===== src/rtl/port_arbiter.sv =====
// ---------------------------------------------------------------------------
// port_arbiter
//    Wormhole output-port arbiter. Requesters compete round-robin for a
//    single output. Once a requester wins, the output stays locked to it
//    until the tail flit is transferred, so packets are never interleaved.
//
//    Optional feature: define ARB_TIMEOUT_EN to release the lock after the
//    owner has been silent (req low) for TIMEOUT consecutive locked cycles.
//
// Parameters
//    REQ_NUM  number of requesters; index REQ_NUM-1 is the local IP port
//    TIMEOUT  stall-cycle limit (only used with ARB_TIMEOUT_EN)
//
// Ports
//    clk          clock, rising edge
//    a_rst        synchronous active-high reset
//    req_i        per-requester "holding a flit for this output"
//    tail_i       per-requester "head flit is the packet tail"
//    out_ready_i  downstream can accept a flit this cycle
//    grant_o      registered one-hot grant (zero when idle)
//    owner_o      index of the current owner, valid while busy_o=1
//    busy_o       output is locked to an owner
//    xfer_o       a flit moves this cycle (combinational)
//    pkt_cnt_o    completed-packet counter, wraps at 2^32
//    timeout_o    one-cycle pulse on a forced release
// ---------------------------------------------------------------------------
module port_arbiter #(
   parameter int  REQ_NUM = 5,
   parameter int  TIMEOUT = 16,
   localparam int OW      = (REQ_NUM > 1) ? $clog2(REQ_NUM) : 1
) (
   input  logic               clk,
   input  logic               a_rst,
   input  logic [REQ_NUM-1:0] req_i,
   input  logic [REQ_NUM-1:0] tail_i,
   input  logic               out_ready_i,
   output logic [REQ_NUM-1:0] grant_o,
   output logic [OW-1:0]      owner_o,
   output logic               busy_o,
   output logic               xfer_o,
   output logic [31:0]        pkt_cnt_o,
   output logic               timeout_o
);

   typedef enum logic {
      IDLE   = 1'b0,
      LOCKED = 1'b1
   } state_t;

   state_t             state_r, state_n;
   logic [REQ_NUM-1:0] grant_r, grant_n;
   logic [OW-1:0]      owner_r, owner_n;
   logic [OW-1:0]      ptr_r, ptr_n;
   logic [31:0]        pkt_r, pkt_n;
   logic               rr_found_s;
   logic [OW-1:0]      rr_win_s;
   logic               xfer_s;

`ifdef ARB_TIMEOUT_EN
   localparam int SW = (TIMEOUT > 1) ? $clog2(TIMEOUT + 1) : 1;
   logic [SW-1:0] stall_r, stall_n;
   logic          tmo_r, tmo_n;
`endif

   // Round-robin search: first requester after ptr_r, wrapping around.
   always_comb begin
      rr_found_s = 1'b0;
      rr_win_s   = '0;
      for (int k = 1; k <= REQ_NUM; k++) begin
         logic [OW-1:0] idx_v;
         idx_v = OW'((int'(ptr_r) + k) % REQ_NUM);
         if (!rr_found_s && req_i[idx_v]) begin
            rr_found_s = 1'b1;
            rr_win_s   = idx_v;
         end else begin
            rr_found_s = rr_found_s;
         end
      end
   end

   // A flit moves only when locked, the owner has a flit and downstream is ready.
   always_comb begin
      xfer_s = (state_r == LOCKED) & req_i[owner_r] & out_ready_i;
   end

   // Next-state and next-output logic for the IDLE/LOCKED machine.
   always_comb begin
      state_n = state_r;
      grant_n = grant_r;
      owner_n = owner_r;
      ptr_n   = ptr_r;
      pkt_n   = pkt_r;
`ifdef ARB_TIMEOUT_EN
      stall_n = stall_r;
      tmo_n   = 1'b0;
`endif
      case (state_r)
         IDLE: begin
            if (rr_found_s) begin
               state_n = LOCKED;
               owner_n = rr_win_s;
               grant_n = {{(REQ_NUM-1){1'b0}}, 1'b1} << rr_win_s;
            end else begin
               grant_n = '0;
            end
         end
         LOCKED: begin
            if (xfer_s && tail_i[owner_r]) begin
               // Tail accepted: release and make this owner lowest priority.
               state_n = IDLE;
               grant_n = '0;
               ptr_n   = owner_r;
               pkt_n   = pkt_r + 32'd1;
`ifdef ARB_TIMEOUT_EN
               stall_n = '0;
`endif
            end else begin
`ifdef ARB_TIMEOUT_EN
               // The stall count only runs while the owner has no flit.
               if (req_i[owner_r]) begin
                  stall_n = '0;
               end else if (stall_r == SW'(TIMEOUT - 1)) begin
                  state_n = IDLE;
                  grant_n = '0;
                  ptr_n   = owner_r;
                  stall_n = '0;
                  tmo_n   = 1'b1;
               end else begin
                  stall_n = stall_r + SW'(1);
               end
`else
               state_n = LOCKED;
`endif
            end
         end
         default: begin
            state_n = IDLE;
            grant_n = '0;
         end
      endcase
   end

   // State and output registers.
   always_ff @(posedge clk) begin
      if (a_rst) begin
         state_r <= IDLE;
         grant_r <= '0;
         owner_r <= '0;
         ptr_r   <= OW'(REQ_NUM - 1);
         pkt_r   <= 32'd0;
      end else begin
         state_r <= state_n;
         grant_r <= grant_n;
         owner_r <= owner_n;
         ptr_r   <= ptr_n;
         pkt_r   <= pkt_n;
      end
   end

`ifdef ARB_TIMEOUT_EN
   // Stall counter and timeout pulse registers.
   always_ff @(posedge clk) begin
      if (a_rst) begin
         stall_r <= '0;
         tmo_r   <= 1'b0;
      end else begin
         stall_r <= stall_n;
         tmo_r   <= tmo_n;
      end
   end

   assign timeout_o = tmo_r;
`else
   assign timeout_o = 1'b0;
`endif

   assign grant_o   = grant_r;
   assign owner_o   = owner_r;
   assign busy_o    = (state_r == LOCKED);
   assign xfer_o    = xfer_s;
   assign pkt_cnt_o = pkt_r;

endmodule


===== config.mk =====
export PLATFORM = sky130hd
export DESIGN_NAME = port_arbiter
export DESIGN_NICKNAME = d
export VERILOG_FILES = /design/src/rtl/port_arbiter.sv
export SDC_FILE = /design/constraint.sdc
export NUM_CORES = 1
export LEC_CHECK = 0
export BUFFER_PORTS_ARGS = -buffer_cell sky130_fd_sc_hd__buf_2
export CAP_MARGIN = 20
export CORE_ASPECT_RATIO = 1.1
export CORE_MARGIN = 8
export CORE_UTILIZATION = 35
export CTS_CLUSTER_SIZE = 40
export DETAILED_ROUTE_END_ITERATION = 16
export GPL_TIMING_DRIVEN = 0
export PLACE_DENSITY = 0.61
export SLEW_MARGIN = 20
export SYNTH_ARGS = -nofsm -noshare
export SYNTH_HDL_FRONTEND = slang
export SYNTH_SLANG_ARGS = --single-unit

===== constraint.sdc =====
create_clock -name clk -period 5.3 [get_ports clk]
set_clock_uncertainty 0.05 [all_clocks]
set_input_delay 1.06 -clock clk [delete_from_list [all_inputs] [get_ports clk]]
set_output_delay 1.06 -clock clk [all_outputs]
set_load 0.02 [all_outputs]

==> metrics.md, run 1 <==
| Metric | Value |
|---|---|
| Antenna Nets Post-Route | 0 |
| Post-Layout Inst Area | roughly 0.0045 sq mm |
| Initial DRT Pass Iterations | 5 |
| Clock latency of the later-clocked register in the worst-skew pair | between 0.2 and 0.3 ns |
| Total DRC errors in the routed layout | 0 |
| Clk Tree Root Cell | clkbuf_16 |
| Antenna cells | 0 |
| Avg Synthesized Cell Area | about 8 sq um |
| Multi-input gate area | 0.00284 sq mm |
| Share of the synthesized area in the top cell type | 0.227 |
| Wire length of the first global-routing pass | approximately 17,000 um |
| Total count of hold-check failures in the final report | 0 |
| Overall overflow remaining after global route | 0 |
| Slew at the pin with the worst max-slew slack | around 0.53 ns |
| Final setup violating endpoints | 0 |
| Die Height | 126 um |
| Num CTS Buffers | 5 |
| Final worst hold slack | a little over 0.4 ns |
| Total number of vias | between 3,000 and 4,000 |
| EDFF count, synth | 0 |
| Crit-path max FO | 10 |
| Maximum buffer depth of the clock tree | 2 |
| Outcome | completed |
| Register area | slightly below 900 sq um |
| Placed inst area | 0.00433 sq mm |
| Weighted congestion reported at the end of routability-driven placement | 0.948 |
| Fraction of layout cells with a size suffix above 1 | 0.196 |
| Total number of yosys warnings | 0 |
| Routed WL per cell | approximately 15 um |
| Starting density of the core | 0.357 |
| Area of the placeable core | between 0.01 and 0.015 sq mm |
| Mean number of vias per cell | 5.46 |
| H-Tree Level Count | 2 |
| Number of rows in the core area | 40 |
| First-iteration detailed-routing DRC count | 275 |
| Category of the most critical setup path | reg2reg |
| Count of pins on the block boundary | 56 |
| Total Routing Usage GR | 0.143 |
| Post-synth design cell area | roughly 0.0039 sq mm |
| Die area | 0.0147 sq mm |
| Sort of element at the start of the critical path | register |
| Antenna violations before repair | 0 |
| Layout net count | between 500 and 600 |
| Wire length reported by the detailed router | 10,700 um |
| Clock-pin slew on the worst setup and hold paths | roughly 0.06 ns |
| Capturing element type of the critical path | register |
| Primary flip-flop cell chosen by synthesis mapping | dfxtp_1 |
| Standby leakage power | around 1.9 nW |
| Synth unique cells | 85 |
| Syn-to-layout area delta | 16.2% |
| Arrival time at the worst endpoint | about 5.1 ns |
| Synth Register Bits | 44 |
| Clock sink total | between 40 and 50 |
| Post-Syn Instances | just under 500 |
| Max frequency | 201 MHz |
| Total power per unit cell area | a little over 200 mW/mm^2 |
| Max IR drop VDD | 0.208 mV |
| Placed wire-length estimate after detailed placement | between 8000 and 9000 um |
| Filler instances | ~1,100 |
| Number of port buffers | 53 |
| Tcrit/Tclk final | 0.937 |
| Pin count of the biggest net entering global routing | 14 |
| Proportion of synthesized chip area in sequential cells | 0.227 |
| Count of hold buffers inserted by post-cts repair | 0 |
| Required arrival time at the worst endpoint | ~5.4 ns |
| Classification of the worst-slack hold path | reg2reg |
| Die width | around 120 um |
| Max Slew Vio Count | 0 |
| Top cell type by total area after synthesis | dfxtp_1 |
| Minimum period implied by the final worst setup slack | between 4 and 5 ns |
| Largest cells by area after synthesis | dfxtp_1 23%, ha_1 8.1%, nor2_1 5.0% |
| Relative max-transition margin | 0.646 |
| Async set or reset register ratio after synthesis | 0 |
| Clock tree from TritonCTS | done |
| Maximum capacitance violations | 0 |
| Number of global-route vias before repair | approximately 3,700 |
| Post-Syn Nets | roughly 520 |
-- power by group --
part / switching [mW] / leakage (nW) / total [mW] / internal (mW)
sequential: 0.0134 / 0.356 / 0.355 / 0.342
combinational: 0.166 / 1.44 / 0.278 / 0.113
clock: 0.119 / 0.0657 / 0.290 / 0.171
-- cells in the final DEF (no fill, tap or decap), types with 9 or more instances in the layout --
master	instances
a21oi_1	27
and3_1	10
buf_2	60
clkbuf_1	10
dfxtp_1	43
ha_1	25
inv_1	19
mux2i_1	12
nand2_1	41
nand3_1	17
nand4_1	10
nor2_1	52
nor2b_1	9
nor3_1	13
o21ai_0	17
or3_1	9
xnor2_1	11
xor2_1	20
-- critical path, cell delays in order, from the launching register on --
cell      delay [ns]
dfxtp_2         0.42
buf_4           0.24
buf_2           0.28
inv_2           0.18
ha_1            0.44
ha_1            0.29
nor4b_2         0.31
a211oi_2        0.12
xnor2_2         0.25
inv_1           0.11
ha_1            0.24
a21boi_0        0.27
a32o_1          0.26
and2_1          0.21
a22oi_1         0.10
a21oi_2         0.29
o41ai_4         0.12
buf_4           0.18
or2_1           0.24
o41ai_2         0.27
-- synth_stat cells, drive strengths merged, types with 4 or more instances --
cell type  count
a211oi         6
inv           22
nor3          13
nand2         42
nand4         11
and2           9
buf           11
o21a           7
nand2b         7
mux2i         12
ha            25
o22ai          4
xnor2         14
xor2          20
o31ai          5
nor2          53
nor2b          9
clkbuf        10
and3          10
nor4           6
nand3         18
or3            9
o21ai         18
dfxtp         44
a31oi          6
mux4           5
a21oi         30
-- final cells by class --
class | count | share of cell area
Clock buffer | 5 | 0.0278
Sequential cell | 44 | 0.196
Clock inverter | 2 | 0.00278
Buffer | 21 | 0.0219
Inverter | 23 | 0.0194
Timing Repair Buffer | 55 | 0.0622
Tap cell | 147 | 0.0408
Multi-Input combinational cell | 397 | 0.629
-- metrics by stage --
stage,cells,setup WS (ns),setup TNS [ns],util,total power [mW]
after floorplan,485,0.865,0,-,0.565
after global placement,685,-0.0581,-0.0581,0.398,0.627
after detailed placement,685,-0.0211,-0.0220,0.398,0.631
after CTS,692,0.0903,0,0.412,0.923
after global routing,694,-0.0107,-0.0107,0.415,0.972
final,694,0.333,0,0.415,0.924
-- cells by family (layout without fill, tap and decap cells) --
| family | after synthesis | after routing | share of synthesized area |
|---|---|---|---|
| xor+xnor | 34 | 34 | 0.0787 |
| compound gates | 115 | 115 | 0.225 |
| fa+ha+maj | 25 | 25 | 0.0807 |
| mux | 18 | 18 | 0.0629 |
| other cells | 1 | 1 | 0.000967 |
| simple gates | 204 | 204 | 0.277 |
| flops | 44 | 44 | 0.227 |
| buf+inv | 44 | 106 | 0.0471 |
-- layer usage --
layer / GRT usage / routed length (um)
met2: 0.246 / 5220
met3: 0.0285 / 602
met5: 0 / 0
met1: 0.174 / 4670
met4: 0.0420 / 250
-- flip-flops by register name, indices dropped and copies added (netlist names) --
signal and count:
grant_o 5, ptr_r 3, busy_o 1, owner_o 3, pkt_cnt_o 32
-- final timing paths --
check	start	endpoint	slack [ns]	cells after the start
setup / recovery	ptr_r[0]	grant_o[0]	0.33	19
hold reg to reg	grant_o[0]	grant_o[0]	0.41	2
setup reg to reg	ptr_r[0]	grant_o[0]	0.33	19
hold / removal	grant_o[0]	grant_o[0]	0.41	2
-- repair_timing --
item	in CTS	in global routing
pin swaps	0	1
cloned	0	0
endpoints found under the setup margin	3	9
resized for setup	2	5
setup buffers	0	2
hold endpoints to repair	0	0
Note: power is estimated with default switching activity, not from simulation.
==> run 2: changes to the inputs <==
--- a/config.mk
+++ b/config.mk
@@ -5,6 +5,7 @@
 export SDC_FILE = /design/constraint.sdc
 export NUM_CORES = 1
 export LEC_CHECK = 0
+export ABC_AREA = 1
 export BUFFER_PORTS_ARGS = -buffer_cell sky130_fd_sc_hd__buf_2
 export CAP_MARGIN = 20
 export CORE_ASPECT_RATIO = 1.1
==> constraint.sdc (replaced) <==
create_clock -name clk -period 6.43 [get_ports clk]
set_clock_uncertainty 0.05 [all_clocks]
set_input_delay 1.286 -clock clk [delete_from_list [all_inputs] [get_ports clk]]
set_output_delay 1.286 -clock clk [all_outputs]
set_load 0.02 [all_outputs]
==> metrics.md, run 2 <==
| Metric | Value |
|---|---|
| Top cell type by total area after synthesis | dfxtp_1 |
| Minimum period implied by the final worst setup slack | 4.36 ns (-0.609 ns) |
| Instance count after placement with tap cells included | 782 (+14%) |
| Count of hold buffers inserted by post-cts repair | 0 (unchanged) |
| Total count of hold-check failures in the final report | 0 (unchanged) |
| Max Slew Vio Count | 0 (unchanged) |
| Synth unique cells | 40 (-53%) |
| Placed wire-length estimate after detailed placement | 7930 um (-4.8%) |
| Category of the most critical setup path | reg2reg |
| Wire length of the first global-routing pass | 16,700 um (-4.5%) |
| Max frequency | 229 MHz (+14%) |
| Required arrival time at the worst endpoint | 6.59 ns (+1.15 ns) |
| Proportion of synthesized chip area in sequential cells | 0.236 (+0.00860) |
| Tcrit/Tclk final | 0.678 (-0.259) |
| Outcome | completed |
| Slew at the pin with the worst max-slew slack | 0.662 ns (+0.131 ns) |
| Total DRC errors in the routed layout | 0 (unchanged) |
| Largest register FFs | 32 (unchanged) |
| Syn-to-layout area delta | 15.9% |
| Classification of the worst-slack hold path | reg2reg |
| Clock tree from TritonCTS | done |
| Most common cell after layout, fill and taps aside | nand2_1 |
| Filler instances | 1,145 (+1.3%) |
| Clock sink total | 44 (unchanged) |
| Number of rows in the core area | 39 (-2.5%) |
| Clk Tree Root Cell | clkbuf_16 |
| Post-Syn Instances | 586 (+21%) |
| Number of global-route vias before repair | 3,678 (+0.63%) |
| Capturing element type of the critical path | register |
| Final Total Pwr | 1.58 mW (+71%) |
| Overall overflow remaining after global route | 0 (unchanged) |
| Maximum buffer depth of the clock tree | 2 (unchanged) |
| Antenna cells | 0 (unchanged) |
| Primary flip-flop cell chosen by synthesis mapping | dfxtp_1 |
| Mean number of vias per cell | 4.96 (-9.1%) |
| Register area | 881 sq um (-0.14%) |
| Setup repair after global routing missed its margin | no |
| Crit-path max FO | 13 (+3) |
| Postcts setup bufs | 0 (unchanged) |
| Count of pins on the block boundary | 56 (unchanged) |
| H-Tree Level Count | 2 (unchanged) |
| Antenna violations before repair | 1 (+1) |
| Arrival time at the worst endpoint | 4.52 ns (-0.58 ns) |
| Starting density of the core | 0.359 (+0.00243) |
| Cell with the most instances after synthesis | nand2_1 |
| Maximum capacitance violations | 0 (unchanged) |
| Layout net count | 684 (+17%) |
| Share of the synthesized area in the top cell type | 0.236 (+0.00860) |
| Clock latency of the later-clocked register in the worst-skew pair | 0.28 ns (about the same) |
| Antenna Nets Post-Route | 0 (unchanged) |
| Relative max-transition margin | 0.559 (-0.0871) |
| Avg Synthesized Cell Area | 6.38 sq um (-20%) |
| Total power per unit cell area | 366 mW/mm^2 (+78%) |
| Leading post-synthesis cells by instance count | 139 x nand2_1, 78 x inv_1, 56 x nand3_1, 44 x dfxtp_1, 44 x nor2_1 |
| Count of cells resized by post-cts repair | 0 (-2) |
| Max IR drop VDD | 0.146 mV (-30%) |
| Non-filler cells in the finished layout | 790 (+14%) |
| Post-synth design cell area | 0.00374 sq mm (-3.6%) |
| Initial DRT Pass Iterations | 5 (unchanged) |
| First-iteration detailed-routing DRC count | 203 (-26%) |
| Total number of vias | 3,919 (+3.5%) |
| Async set or reset register ratio after synthesis | 0 (unchanged) |
| Standby leakage power | 2.07 nW (+11%) |
| Die Height | 124 um (-1.6%) |
| Total Negative Setup Slacks | 0 ns (unchanged) |
| Largest cells by area after synthesis | dfxtp_1 24%, nand2_1 14%, ha_1 8.4% |
| Weighted congestion reported at the end of routability-driven placement | 0.832 (-12%) |
| Area of the placeable core | 0.0104 sq mm (-4.3%) |
| Multi-input gate area | 0.00248 sq mm (-13%) |
| Die area | 0.0142 sq mm (-3.2%) |
| Post-Syn Nets | 624 (+19%) |
| Final setup violating endpoints | 0 (unchanged) |
| Wire length reported by the detailed router | 9940 um (-7.4%) |
| Top library cells by usage in the layout, fill and taps aside | 139 x nand2_1, 78 x inv_1, 56 x nand3_1 |
| Total number of yosys warnings | 0 (unchanged) |
| Fraction of layout cells with a size suffix above 1 | 0.185 (-0.0101) |
| Number of port buffers | 53 (unchanged) |
| Sort of element at the start of the critical path | register |
| Synth Register Bits | 44 (unchanged) |
| Routed WL per cell | 12.6 um (-19%) |
| EDFF count, synth | 0 (unchanged) |
| Clock-pin slew on the worst setup and hold paths | 0.06 ns (about the same) |
| Total Routing Usage GR | 0.140 (-0.00370) |
| Num CTS Buffers | 5 (unchanged) |
| Die width | 115 um (-1.6%) |
| Pin count of the biggest net entering global routing | 14 (unchanged) |
-- run 2: changes by cell type after synthesis, sizes merged, moves of 12 or more --
cell	delta
xor2	-14
inv	+64
nand3	+44
o21ai	+19
mux2i	-12
nand2	+114
xnor2	-13
-- run 2: per-layer routing --
metal  routed length (um)  up-vias  GRT usage
met3                  418       14     0.0330
met2                 4730       78      0.239
met1                 4650     1775      0.166
met4                  135        2     0.0431
met5                   10        -          0
li1                     -     2050          -
-- run 2: kinds of logic (layout without fill, tap and decap cells) --
logic type | count (synthesis) | in the layout | synth area share
flops | 44 | 44 | 0.236
other cells | 1 | 1 | 0.00100
xor+xnor | 7 | 7 | 0.0184
compound gates | 87 | 87 | 0.128
fa+ha+maj | 25 | 25 | 0.0837
buf+inv | 98 | 159 | 0.101
simple gates | 324 | 324 | 0.432
-- run 2: critical path, stage by stage, from the launching register on --
cell	delay [ns]
dfxtp_1	0.36
buf_2	0.20
inv_1	0.08
clkbuf_1	0.51
ha_1	0.38
ha_1	0.22
nor2_1	0.11
nand2_1	0.07
nand2_2	0.09
xor2_1	0.28
ha_1	0.23
inv_1	0.05
or2_2	0.30
nand2_4	0.09
nand2_2	0.07
nand2_1	0.07
nor2_1	0.04
a21oi_1	0.24
nand3_1	0.20
nand4_1	0.16
nand2_2	0.12
nor2_2	0.19
nand2_1	0.07
a21oi_1	0.11
-- run 2: stage by stage --
| stage | setup slack (ns) | hold slack (ns) | cell area, sq um | util |
|---|---|---|---|---|
| floorplan | 2.79 | 0.492 | 3740 | - |
| global placement | 2.16 | 0.405 | 4180 | 0.402 |
| detailed placement | 2.12 | 0.408 | 4180 | 0.402 |
| CTS | 2.10 | 0.418 | 4330 | 0.417 |
| global route | 1.59 | 0.439 | 4330 | 0.417 |
| finish | 2.07 | 0.414 | 4330 | 0.417 |
-- run 2: worst paths after layout --
| path | startpoint | end | slack (ns) | cells after the start |
|---|---|---|---|---|
| hold reg to reg | grant_o[3] | grant_o[3] | 0.41 | 2 |
| setup / recovery | ptr_r[0] | grant_o[0] | 2.07 | 23 |
| setup reg to reg | ptr_r[0] | grant_o[0] | 2.07 | 23 |
| hold / removal | grant_o[3] | grant_o[3] | 0.41 | 2 |
-- run 2: power breakdown --
part	internal (mW)	total [mW]	switching [mW]
Combinational	0.321	1.00	0.682
Clock	0.155	0.261	0.106
Sequential	0.298	0.321	0.0229
-- run 2: layout make-up --
type | instances | area share
clock buffer | 7 | 0.0329
multi-input combinational | 444 | 0.572
timing repair buffer | 53 | 0.0613
inverter | 86 | 0.0745
sequential | 44 | 0.203
tap | 143 | 0.0413
buffer | 12 | 0.0127
clock inverter | 1 | 0.00173
==> run 3: changes to the inputs <==
--- a/config.mk
+++ b/config.mk
@@ -14,7 +14,7 @@
 export CTS_CLUSTER_SIZE = 40
 export DETAILED_ROUTE_END_ITERATION = 16
 export GPL_TIMING_DRIVEN = 0
-export PLACE_DENSITY = 0.61
+export PLACE_DENSITY = 0.63
 export SLEW_MARGIN = 20
 export SYNTH_ARGS = -nofsm -noshare
 export SYNTH_HDL_FRONTEND = slang
==> constraint.sdc (replaced) <==
create_clock -name clk -period 3.77 [get_ports clk]
set_clock_uncertainty 0.05 [all_clocks]
set_input_delay 0.754 -clock clk [delete_from_list [all_inputs] [get_ports clk]]
set_output_delay 0.754 -clock clk [all_outputs]
set_load 0.02 [all_outputs]
==> metrics.md, run 3 (synthesized netlist as in run 2, its figures left out) <==
| Metric | Value |
|---|---|
| Count of pins on the block boundary | 56 (unchanged) |
| R2r endpoint | grant_o[1] |
| Worst Reg-to-Reg Cells | 23 (unchanged) |
| Launching point of the worst reg2reg path | ptr_r[0] |
| Crit-path max FO | 6 (-7) |
| Total number of vias | 4,001 (+2.1%) |
| Total Routing Usage GR | 0.145 (+0.00504) |
| Total count of hold-check failures in the final report | 0 (unchanged) |
| Die width | 115 um (unchanged) |
| Starting density of the core | 0.359 (unchanged) |
| Weighted congestion reported at the end of routability-driven placement | 0.857 (+3.0%) |
| Sort of element at the start of the critical path | register |
| Layout net count | 695 (+1.6%) |
| Count of hold buffers inserted by post-cts repair | 0 (unchanged) |
| Number of port buffers | 53 (unchanged) |
| Relative max-transition margin | 0.568 (+0.00932) |
| Top library cells by usage in the layout, fill and taps aside | 129 x nand2_1, 74 x inv_1, 53 x buf_2 |
| Num CTS Buffers | 5 (unchanged) |
| P_int | 1.50 mW (+94%) |
| Overall overflow remaining after global route | 0 (unchanged) |
| End of the worst hold path | grant_o[0] |
| Clock-pin slew on the worst setup and hold paths | 0.07 ns (about the same) |
| Max frequency | 278 MHz (+21%) |
| Antenna Nets Post-Route | 0 (unchanged) |
| Worst hold path startpoint | grant_o[0] |
| Capturing element type of the critical path | register |
| Required arrival time at the worst endpoint | 3.94 ns (-2.65 ns) |
| Die area | 0.0142 sq mm (unchanged) |
| Total DRC errors in the routed layout | 0 (unchanged) |
| Category of the most critical setup path | reg2reg |
| Die Height | 124 um (unchanged) |
| Minimum period implied by the final worst setup slack | 3.59 ns (-0.764 ns) |
| Instance count after placement with tap cells included | 782 (unchanged) |
| Final Total Pwr | 3.02 mW (+91%) |
| Number of rows in the core area | 39 (unchanged) |
| Pin count of the biggest net entering global routing | 16 (+2) |
| Number of global-route vias before repair | 3,833 (+4.2%) |
| Sequential power share | 0.184 (-0.019) |
| Wire length of the first global-routing pass | 17,100 um (+2.7%) |
| Most common cell after layout, fill and taps aside | nand2_1 |
| Mean number of vias per cell | 5.00 (+0.69%) |
| Slew at the pin with the worst max-slew slack | 0.648 ns (-0.0140 ns) |
| Max IR drop VDD | 0.293 mV (+100%) |
| Area of the placeable core | 0.0104 sq mm (unchanged) |
| Largest register FFs | 32 (unchanged) |
| Non-filler cells in the finished layout | 801 (+1.4%) |
| Worst hold path depth | 2 (unchanged) |
| Classification of the worst-slack hold path | reg2reg |
| Standby leakage power | 2.17 nW (+4.9%) |
| Fraction of layout cells with a size suffix above 1 | 0.248 (+0.0622) |
| Antenna violations before repair | 1 (unchanged) |
| Clk network pwr share | 0.168 (+0.003) |
| Maximum capacitance violations | 0 (unchanged) |
| Power share of the combinational group | 0.647 (+0.014) |
| Clk Tree Root Cell | clkbuf_16 |
| Initial DRT Pass Iterations | 5 (unchanged) |
| Max Slew Vio Count | 0 (unchanged) |
| H-Tree Level Count | 2 (unchanged) |
| Net switching power figure | 1.52 mW (+88%) |
| Antenna cells | 0 (unchanged) |
| Total Negative Setup Slacks | 0 ns (unchanged) |
| Clock sink total | 44 (unchanged) |
| Placed wire-length estimate after detailed placement | 8170 um (+3.0%) |
| Syn-to-layout area delta | 24.8% |
| Maximum buffer depth of the clock tree | 2 (unchanged) |
| Outcome | completed |
| Post-route core utilization | 0.449 (+0.0319) |
| Clock tree from TritonCTS | done |
| Net switching share of the total power | 0.503 (-0.00837) |
| Clock latency of the later-clocked register in the worst-skew pair | 0.29 ns (about the same) |
| Tcrit/Tclk final | 0.953 (+0.276) |
| Total power per unit cell area | 648 mW/mm^2 (+77%) |
| Routed WL per cell | 13.4 um (+6.4%) |
| First-iteration detailed-routing DRC count | 198 (-2.5%) |
| Wire length reported by the detailed router | 10,700 um (+7.9%) |
| Worst reg2reg setup slack | 0.18 ns (-1.90 ns) |
| Arrival time at the worst endpoint | 3.77 ns (-0.75 ns) |
| Final setup violating endpoints | 0 (unchanged) |
| Final worst hold slack | 0.418 ns (+0.00412 ns) |
[run 3: cell count changes in the layout (fill, tap and decap cells not counted), sizes merged]
cell and change:
buf +12, clkbuf -3, clkinvlp +2, inv -1
bufinv +1
[run 3: cell type report]
class / count / area (sq um)
inverter: 86 / 335
timing repair buffer: 65 / 355
fill: 1078 / 5730
clock buffer: 5 / 125
multi-input combinational: 444 / 2650
buffer: 11 / 76.3
sequential: 44 / 892
tap: 143 / 179
clock inverter: 3 / 46.3
[run 3: per-layer routing]
layer	vias up	global-route usage	part of all wire	wire length, um
li1	2058	-	-	-
met1	1787	0.165	0.43	4600
met2	128	0.253	0.48	5160
met3	26	0.0359	0.069	737
met4	2	0.0502	0.020	219
met5	-	0	0.0011	12
[run 3: worst max path at each step]
stage | start | to | cells past startpoint
2_1_floorplan | ptr_r[0] | owner_o[0] | 25
3_3_place_gp | ptr_r[0] | grant_o[0] | 24
3_5_place_dp | ptr_r[0] | grant_o[0] | 25
4_1_cts | ptr_r[1] | grant_o[0] | 26
5_1_grt | ptr_r[0] | grant_o[0] | 25
6_report | ptr_r[0] | grant_o[1] | 23
[run 3: per-stage QoR]
stage	worst slack [ns]	cell area [sq um]
6_report	0.176	4660
5_1_grt	-0.0613	4660
4_1_cts	0.0325	4440
3_5_place_dp	-0.576	4180
3_3_place_gp	-0.495	4180
2_1_floorplan	0.126	3740
[run 3: power groups by stage]
stage / registers, mW / clock network, mW / logic, mW
3_5_place_dp: 0.561 / 0 / 1.70
5_1_grt: 0.562 / 0.537 / 2.19
6_report: 0.557 / 0.508 / 1.96
4_1_cts: 0.554 / 0.516 / 1.76
3_3_place_gp: 0.560 / 0 / 1.64
2_1_floorplan: 0.591 / 0 / 1.30
[run 3: critical path: stages (launching register included)]
cell and delay, ns:
dfxtp_4 0.40, buf_8 0.13, clkinvlp_4 0.11, ha_4 0.25, ha_1 0.21, nor2_1 0.10
nand2_1 0.09, nand2_4 0.10, xor2_4 0.18, ha_2 0.21, inv_1 0.06, or2_2 0.31
nand2_4 0.09, nand2_2 0.07, nand2_1 0.08, nor2_1 0.05, a21oi_2 0.17, buf_4 0.14
nand3_2 0.11, nand2_2 0.10, nand4_1 0.16, nand2_2 0.15, nand4_1 0.09, a21oi_1 0.13
[run 3: repair_timing]
item	CTS	global route
hold endpoints to repair	0	0
pin swaps	1	13
setup buffers	4	8
setup endpoints to repair	9	9
gates resized for setup	16	38
